`config.mk`:
```
export PLATFORM = sky130hd
export DESIGN_NAME = tff_bank_counter
export DESIGN_NICKNAME = d
export VERILOG_FILES = /design/src/rtl/tff_bank_counter.sv
export SDC_FILE = /design/constraint.sdc
export NUM_CORES = 1
export LEC_CHECK = 0
export BUFFER_PORTS_ARGS = -buffer_cell sky130_fd_sc_hd__buf_2
export CORE_AREA = 4 4 41 43
export CTS_BUF_LIST = sky130_fd_sc_hd__clkbuf_2 sky130_fd_sc_hd__clkbuf_4 sky130_fd_sc_hd__clkbuf_8
export DETAILED_ROUTE_END_ITERATION = 8
export DIE_AREA = 0 0 45 47
export PLACE_DENSITY = 0.58
export REMOVE_ABC_BUFFERS = 1
export SLEW_MARGIN = 20
export SYNTH_ARGS = -nofsm -noshare
export SYNTH_HDL_FRONTEND = slang
export SYNTH_SLANG_ARGS = --single-unit
```
`constraint.sdc`:
```
create_clock -name clk -period 1.7 [get_ports clk]
set_input_delay 0.085 -clock clk [delete_from_list [all_inputs] [get_ports clk]]
set_output_delay 0.085 -clock clk [all_outputs]
set_load 0.005 [all_outputs]
```
`src/rtl/tff_bank_counter.sv`:
```
// -----------------------------------------------------------------------------
// tff_bank_counter
//
// A WIDTH-bit register made of T flip-flop cells. Each cell inverts when its
// toggle enable is high at the rising clock edge. The toggle enables come from
// one of three places:
//   - the external per-bit toggle requests (toggle mode),
//   - the ripple "all lower bits are 1" chain (count up), or
//   - the ripple "all lower bits are 0" chain (count down).
// Counting is done only through these per-bit toggle enables; there is no
// adder. A synchronous parallel load overrides every mode.
//
// Build option:
//   TFF_BANK_COUNTER_SAT_EN - when defined, the up count holds at all-ones and
//                             the down count holds at zero instead of wrapping.
//                             When undefined, both counts wrap.
//
// Parameters:
//   WIDTH   - number of T-FF cells, 1..32
//   RST_VAL - value of q after reset (only the low WIDTH bits are used)
//
// Ports:
//   clk   in   rising-edge clock
//   rst   in   synchronous reset, active-low
//   en    in   update enable for the toggle and count modes
//   mode  in   00 hold, 01 per-bit toggle, 10 count up, 11 count down
//   t     in   per-bit toggle requests, used only in toggle mode
//   load  in   synchronous parallel load, wins over en/mode
//   d     in   load data
//   q     out  registered state
//   qbar  out  bitwise complement of q (combinational)
//   tc    out  terminal count (combinational): counting and at the wrap point
// -----------------------------------------------------------------------------
module tff_bank_counter #(
    parameter int unsigned WIDTH   = 4,
    parameter logic [31:0] RST_VAL = 32'd0
) (
    input  logic             clk,
    input  logic             rst,
    input  logic             en,
    input  logic [1:0]       mode,
    input  logic [WIDTH-1:0] t,
    input  logic             load,
    input  logic [WIDTH-1:0] d,
    output logic [WIDTH-1:0] q,
    output logic [WIDTH-1:0] qbar,
    output logic             tc
);

    typedef enum logic [1:0] {
        MODE_HOLD   = 2'b00,
        MODE_TOGGLE = 2'b01,
        MODE_UP     = 2'b10,
        MODE_DOWN   = 2'b11
    } mode_e;

    localparam logic [WIDTH-1:0] RST_Q = RST_VAL[WIDTH-1:0];

    logic [WIDTH-1:0] q_q;
    logic [WIDTH-1:0] q_d;
    logic [WIDTH-1:0] tog_up;
    logic [WIDTH-1:0] tog_dn;
    logic [WIDTH-1:0] tog;
    logic             up_run;
    logic             dn_run;
    logic             all_ones;
    logic             all_zero;

    assign all_ones = &q_q;
    assign all_zero = ~|q_q;

    // Ripple toggle chains: bit i toggles when every lower bit is 1 (up) or
    // every lower bit is 0 (down). Bit 0 always toggles.
    always_comb begin
        up_run = 1'b1;
        dn_run = 1'b1;
        tog_up = '0;
        tog_dn = '0;
        for (int i = 0; i < int'(WIDTH); i++) begin
            tog_up[i] = up_run;
            tog_dn[i] = dn_run;
            up_run    = up_run & q_q[i];
            dn_run    = dn_run & ~q_q[i];
        end
    end

    // Select the toggle enables for this edge.
    always_comb begin
        tog = '0;
        case (mode)
            MODE_TOGGLE: tog = t;
            MODE_UP:     tog = tog_up;
            MODE_DOWN:   tog = tog_dn;
            default:     tog = '0;
        endcase
`ifdef TFF_BANK_COUNTER_SAT_EN
        // At the end stop, suppress every toggle so the count sticks.
        if ((mode == MODE_UP) && all_ones) begin
            tog = '0;
        end
        if ((mode == MODE_DOWN) && all_zero) begin
            tog = '0;
        end
`endif
        if (!en) begin
            tog = '0;
        end
    end

    // Load overrides toggling; reset overrides both in the register below.
    always_comb begin
        q_d = q_q ^ tog;
        if (load) begin
            q_d = d;
        end
    end

    always_ff @(posedge clk) begin
        if (!rst) begin
            q_q <= RST_Q;
        end else begin
            q_q <= q_d;
        end
    end

    assign q    = q_q;
    assign qbar = ~q_q;
    // tc looks at the current q, so with a simultaneous load it still reports
    // the pre-load state.
    assign tc   = en & (((mode == MODE_UP) & all_ones) | ((mode == MODE_DOWN) & all_zero));

    // An unknown mode while enabled leaves the next state undefined.
    assert property (@(posedge clk) disable iff (!rst) (en === 1'b1) |-> !$isunknown(mode))
        else $error("tff_bank_counter: mode is unknown while en is high");

endmodule

```
**Yosys cells after proc, flatten, opt, wreduce, memory -nomap -nowiden**

Index checks and enable logic that the tools add are counted.

- Flip-flop bits (word level): 4
- Input bits: 14
- Output and inout bits: 9
- Word-level logic and storage cells: 23

- Eq/ne operators: 3
- Mux-type cells: 3
- Bitwise logic cells: 13
- Reduce and logical (&&, ||, !) cells: 3

Operator list:

| cell | count |
|---|---|
| $pmux W4 S3 | 1 |
| $mux W4 | 2 |
| $and A1 B1 Y1 | 7 |
| $eq A2 B2 Y1 const B | 2 |
| $not A4 Y4 | 1 |
| $reduce_and A4 Y1 | 1 |
| $reduce_or A4 Y1 | 1 |
| $xor A4 B4 Y4 | 1 |
| $not A1 Y1 | 3 |
| $eq A2 B1 Y1 const B | 1 |
| $logic_not A1 Y1 | 1 |
| $or A1 B1 Y1 | 1 |

**Logic depth before layout (Yosys ltp)**

- Depth after elaboration: 7
- Mapped depth: 5

**Worst setup path before layout**

OpenSTA, ideal clock, no wires.

- Kind: register to register
- Start: reg q_q[0] (netlist: q[0])
- End: reg q_q[3] (netlist: q[3])
- Library setup time: 0.088 ns
- Data arrival time: 1.098 ns
- Required time: 1.612 ns
- Setup slack: 0.514 ns
- Cell stages (with the launch flop): 5
- Clock period less this slack: 1.186 ns
- Cell sequence: dfxtp_1 > buf_6 > nor4b_2 > o211ai_1 > a311oi_2

- Longest elaborated chain between the ends: 7
- Elaborated cells on any way between the ends: 9

RTL lines:

| element | line | source |
|---|---|---|
| start: declaration | 59 | `logic [WIDTH-1:0] q_q;` |
| start signal: assignment | 122 | `q_q <= q_d;` |
| $not A1 Y1 | 83 | `dn_run = dn_run & ~q_q[i];` |
| $and A1 B1 Y1 (2 in series) | 83 |  |
| $pmux W4 S3 * | 90 | `case (mode)` |
| $mux W4 * | 105 | `if (!en) begin` |
| $xor A4 B4 Y4 * | 112 | `q_d = q_q ^ tog;` |
| $mux W4 * | 113 | `if (load) begin` |

Mark *: on every way between the ends. The rest lies on a longest branch, timed or not.
A chain may end at the register's enable or synchronous reset.

**Worst setup path after layout**

- Start: reg q_q[0] (netlist: q[0])
- End: out tc

- Longest elaborated chain between the ends: 5
- Elaborated cells on any way between the ends: 7

RTL lines:

| element | line | source |
|---|---|---|
| $reduce_or A4 Y1 | 70 | `assign all_zero = ~\|q_q;` |
| $logic_not A1 Y1 | 70 |  |
| $and A1 B1 Y1 | 130 | `assign tc = en & (((mode == MODE_UP) & all_ones) \| ((mode == MODE_DOWN) & all_zero));` |
| $or A1 B1 Y1 * | 130 |  |
| $and A1 B1 Y1 * | 130 |  |
| end: declaration | 47 | `output logic tc` |

Marked as above.

==> flow_results.org <==
** Clock network
- In this run the number of H-tree levels came out at 1.
- Clock latency on the worst-skew pair, taken at its later pin, is 0.23 ns.
- The cell sitting at the root of the clock tree is a sky130_fd_sc_hd__clkbuf_4.
- In this run, post-CTS hold repair placed 0 buffers.
- Worst-path clk slew :: 0.04 ns
- Total number of clock tree sinks :: 4
- CTS tree :: done
- Num CTS Buffers :: 3
- Total setup buffers inserted after CTS :: 0
- Maximum root-to-sink buffer count :: 2
- Total of cells resized after clock tree synthesis :: 0

** Synthesis
- Post-synthesis instance total :: 47
- Async set or reset register ratio after synthesis :: 0%
- sky130_fd_sc_hd__inv_1 is the most common cell in the netlist.
- Sequential cells were found to cover 21.9% of the synthesized design area.
- Yosys mapped the design onto 24 distinct sky130hd cell types.
- In this run the biggest area consumer among cell types represents 21.9% of the synthesized area.
- Number of warnings printed during yosys synthesis :: 0
- By area the synthesized netlist is led by sky130_fd_sc_hd__dfxtp_1 (22%), sky130_fd_sc_hd__inv_1 (7.2%), sky130_fd_sc_hd__o21ai_0 (6.8%), sky130_fd_sc_hd__a21oi_1 (5.5%), sky130_fd_sc_hd__xnor2_1 (4.8%).
- Library cell occupying the most area in the post-synthesis netlist :: sky130_fd_sc_hd__dfxtp_1
- Post-synth EDFFs :: 0
- Avg Cell Area, Syn :: about 8 um2
- Combined area of all synthesized cells :: 365 um2
- Sorting the synthesized cells by how often they occur yields sky130_fd_sc_hd__inv_1 (7), sky130_fd_sc_hd__o21ai_0 (5), sky130_fd_sc_hd__a21oi_1 (4), sky130_fd_sc_hd__dfxtp_1 (4), sky130_fd_sc_hd__nand2_1 (4).
- Synth Flop Type :: sky130_fd_sc_hd__dfxtp_1
- Number of storage elements in the synthesis netlist :: 4

** Pwr
- Max IR drop VDD :: 0.200 mV
- For this design the total switching power over the nets is 0.0921 mW.
- The clock network accounts for 36.0% of the total power.
- Combinational logic burns roughly 28% of the power.
- The share of total power dissipated in sequential elements is between 30% and 40%.
- Cell leakage power :: 0.227 nW
- Power per Cell Area :: roughly 640 mW/mm2
- Switch share :: 28.7%
- Internal Power :: 0.229 mW

** Worst setup path
- The worst setup path is launched from a flop.
- Counting both buffers and inverters, the worst setup path holds a total of 1.
- Top cell family by delay on the critical path :: simple AND/OR/NAND/NOR gates
- Maximum net fanout on the critical path :: 9
- Setup slack, reg-to-reg :: 0.41 ns
- The worst setup path is of the reg -> out kind.
- Kind of end point of the critical path :: output port
- CP Data Required Time :: about 1.6 ns
- Endpoint of the most critical register-to-register path :: q[1]
- Critical path's largest stage delay :: 0.40 ns
- Traced cell by cell, the critical path runs through nor4b_2 -> nand2_1 -> a21oi_1 -> buf_2.
- Cells on worst reg2reg path :: 4
- Worst flop-to-flop path startpoint :: q[0]
- Slowest stage cell on the critical path :: sky130_fd_sc_hd__dfxtp_1
- Data arrival time at the worst-slack endpoint :: 1.35 ns

** Global route
- The total overflow left after global routing is 0.
- Entering global routing, the biggest net connects 10 pins.
- Number of antenna violations at the first check in global routing :: 0
- GRT Overall Usage :: 9.48%
- The via count of the first global-routing pass is 365.
- The first global-routing pass estimated 1.44 mm of wire.

** STA
- The final number of hold-violating endpoints came to 0.
- Headroom to the max-slew limit came out at 77.7%.
- Setup repair after global routing left no endpoint under its margin.
- Static timing analysis puts the maximum clock frequency at around 0.7 GHz.
- Hold timing on the final database bottoms out at a slack of 0.117 ns.
- Setup clock skew after layout :: 0.00100 ns
- Period utilisation layout :: 84.3%
- In the final timing run, aggregate negative setup slack is 0 ns.
- Max Slew Vio Count :: 0
- Min Clock Period, post-route :: 1.43 ns
- Setup violations remaining at the end of the flow were counted as 0.
- Worst Max-Slew Pin Slew :: 0.334 ns

** Finish
- Post-Route Utilization :: 38.3%
- Layout Area Growth over Synthesis :: 36.3%
- The finished cells cover 498 um2.
- Final instance count without filler cells :: 85
- The net count of the finished layout is 86.
- The repair_antennas step left the layout with diodes totalling 0.
- The register with the most flip-flops in the layout has 4 of them.
- Total area of sequential cells :: 80.1 um2
- Multi-input combinational cell area :: 240 um2
- Share of post-route cells with drive strength above 1 :: 41.4%
- Count of filler cells inserted in the layout :: 151

** Placement
- After detailed placement, the total cell area comes to 475 um2.
- Routability-driven placement finished with a final weighted congestion of 0.747.
- Number of port buffers :: 22
- Placed wire-length estimate :: 744 um
- Cell count after placement :: 82

** Hold path
- Worst min path class :: in -> reg
- Number of stages on the worst hold path :: 3
- Capture endpoint of the worst hold path :: q[2]
- Worst Hold Launch :: rst

** Floorplan
- Row count :: 13
- Area enclosed by the die boundary :: between 0.002 and 0.0025 mm2
- Core region area :: around 0.0013 mm2
- Die boundary width :: 45 um
- 23 I/O pins were placed.
- DIE HEIGHT :: 47 um
- Once the floorplan was initialized, standard cells occupied 28.1% of the core.

** Routing
- Drt first pass iters :: 2
- Wires add up to 889 um.
- The first routing iteration left 3 violations.
- Using the TritonRoute via totals, the vias-per-cell ratio works out to between 4 and 5.
- Once detail routing completed, the nets flagged for antenna violations numbered 0.
- After detailed routing, the number of remaining DRC violations is 0.
- After detailed routing, the average wire length per cell comes to 10.5 um.
- Total via count after detailed routing :: 407

** Flow run
- Max-cap violations in this run came to 0.

** Outcome
- The run finished with clean final reports.
-- through the flow --
step	setup WS (ns)	power, mW
global placement	0.443	0.207
global route	0.134	0.348
detailed placement	0.418	0.208
CTS	0.247	0.328
floorplan	0.503	0.163
finish	0.267	0.321
-- layer usage --
layer,wire length [um],vias up,global-route usage (%)
met3,63,2,1.53
li1,-,214,-
met4,21,0,8.77
met1,423,173,12.7
met5,0,-,0
met2,381,18,12.7
-- logic make-up (layout without fill, tap and decap cells) --
family / after synthesis / count (layout) / share of synthesized area (%)
AND/OR/NAND/NOR: 16 / 16 / 29.8
AO/OA/AOI/OAI: 15 / 15 / 26.7
XOR/XNOR: 3 / 3 / 9.25
flip-flops: 4 / 4 / 21.9
buffers and inverters: 9 / 32 / 12.3
-- layout make-up --
cell class / instances / area share (%)
clock buffer: 3 / 4.52
tap: 15 / 3.77
inverter: 7 / 5.28
multi-input combinational: 34 / 48.2
sequential: 4 / 16.1
timing repair buffer: 22 / 22.1
-- how the worst max path moves through the flow --
stage | start | endpoint | slack [ns] | cells past startpoint
2_1_floorplan | q[0] | q[1] | 0.50 | 4
3_3_place_gp | q[0] | q[1] | 0.44 | 4
3_5_place_dp | q[0] | q[1] | 0.42 | 4
4_1_cts | q[0] | tc | 0.25 | 4
5_1_grt | q[0] | tc | 0.13 | 4
6_report | q[0] | tc | 0.27 | 4
-- worst min-delay path: cells and delay by family --
kind	cells	cell delay, ns
compound gates	2	0.10
buf+inv	1	0.11
-- power by group through the flow --
stage                     Clock (mW)  Combinational (mW)  Sequential (mW)
after floorplan                    0              0.0472            0.116
after global placement             0              0.0893            0.118
after detailed placement           0              0.0893            0.118
after CTS                      0.122              0.0894            0.117
after global routing           0.129              0.0993            0.120
final                          0.115              0.0882            0.117
-- cells in the final DEF, fill, tap and decap left out --
master,instances
sky130_fd_sc_hd__nor4b_2,1
sky130_fd_sc_hd__and3b_2,1
sky130_fd_sc_hd__nand4b_1,1
sky130_fd_sc_hd__xor2_2,1
sky130_fd_sc_hd__o21ai_0,5
sky130_fd_sc_hd__xnor2_1,2
sky130_fd_sc_hd__a311oi_1,1
sky130_fd_sc_hd__inv_1,7
sky130_fd_sc_hd__nand4bb_1,1
sky130_fd_sc_hd__o2bb2ai_1,1
sky130_fd_sc_hd__nand3b_1,1
sky130_fd_sc_hd__a21oi_1,4
sky130_fd_sc_hd__a311oi_2,1
sky130_fd_sc_hd__buf_2,22
sky130_fd_sc_hd__dfxtp_1,4
sky130_fd_sc_hd__nor2_1,2
sky130_fd_sc_hd__nand2_1,4
sky130_fd_sc_hd__clkbuf_4,3
sky130_fd_sc_hd__o211ai_1,1
sky130_fd_sc_hd__and4b_1,1
sky130_fd_sc_hd__nand3_1,1
sky130_fd_sc_hd__nor2b_1,1
sky130_fd_sc_hd__or3_1,2
sky130_fd_sc_hd__a31oi_1,2
Power figures use the tool's default switching activity.
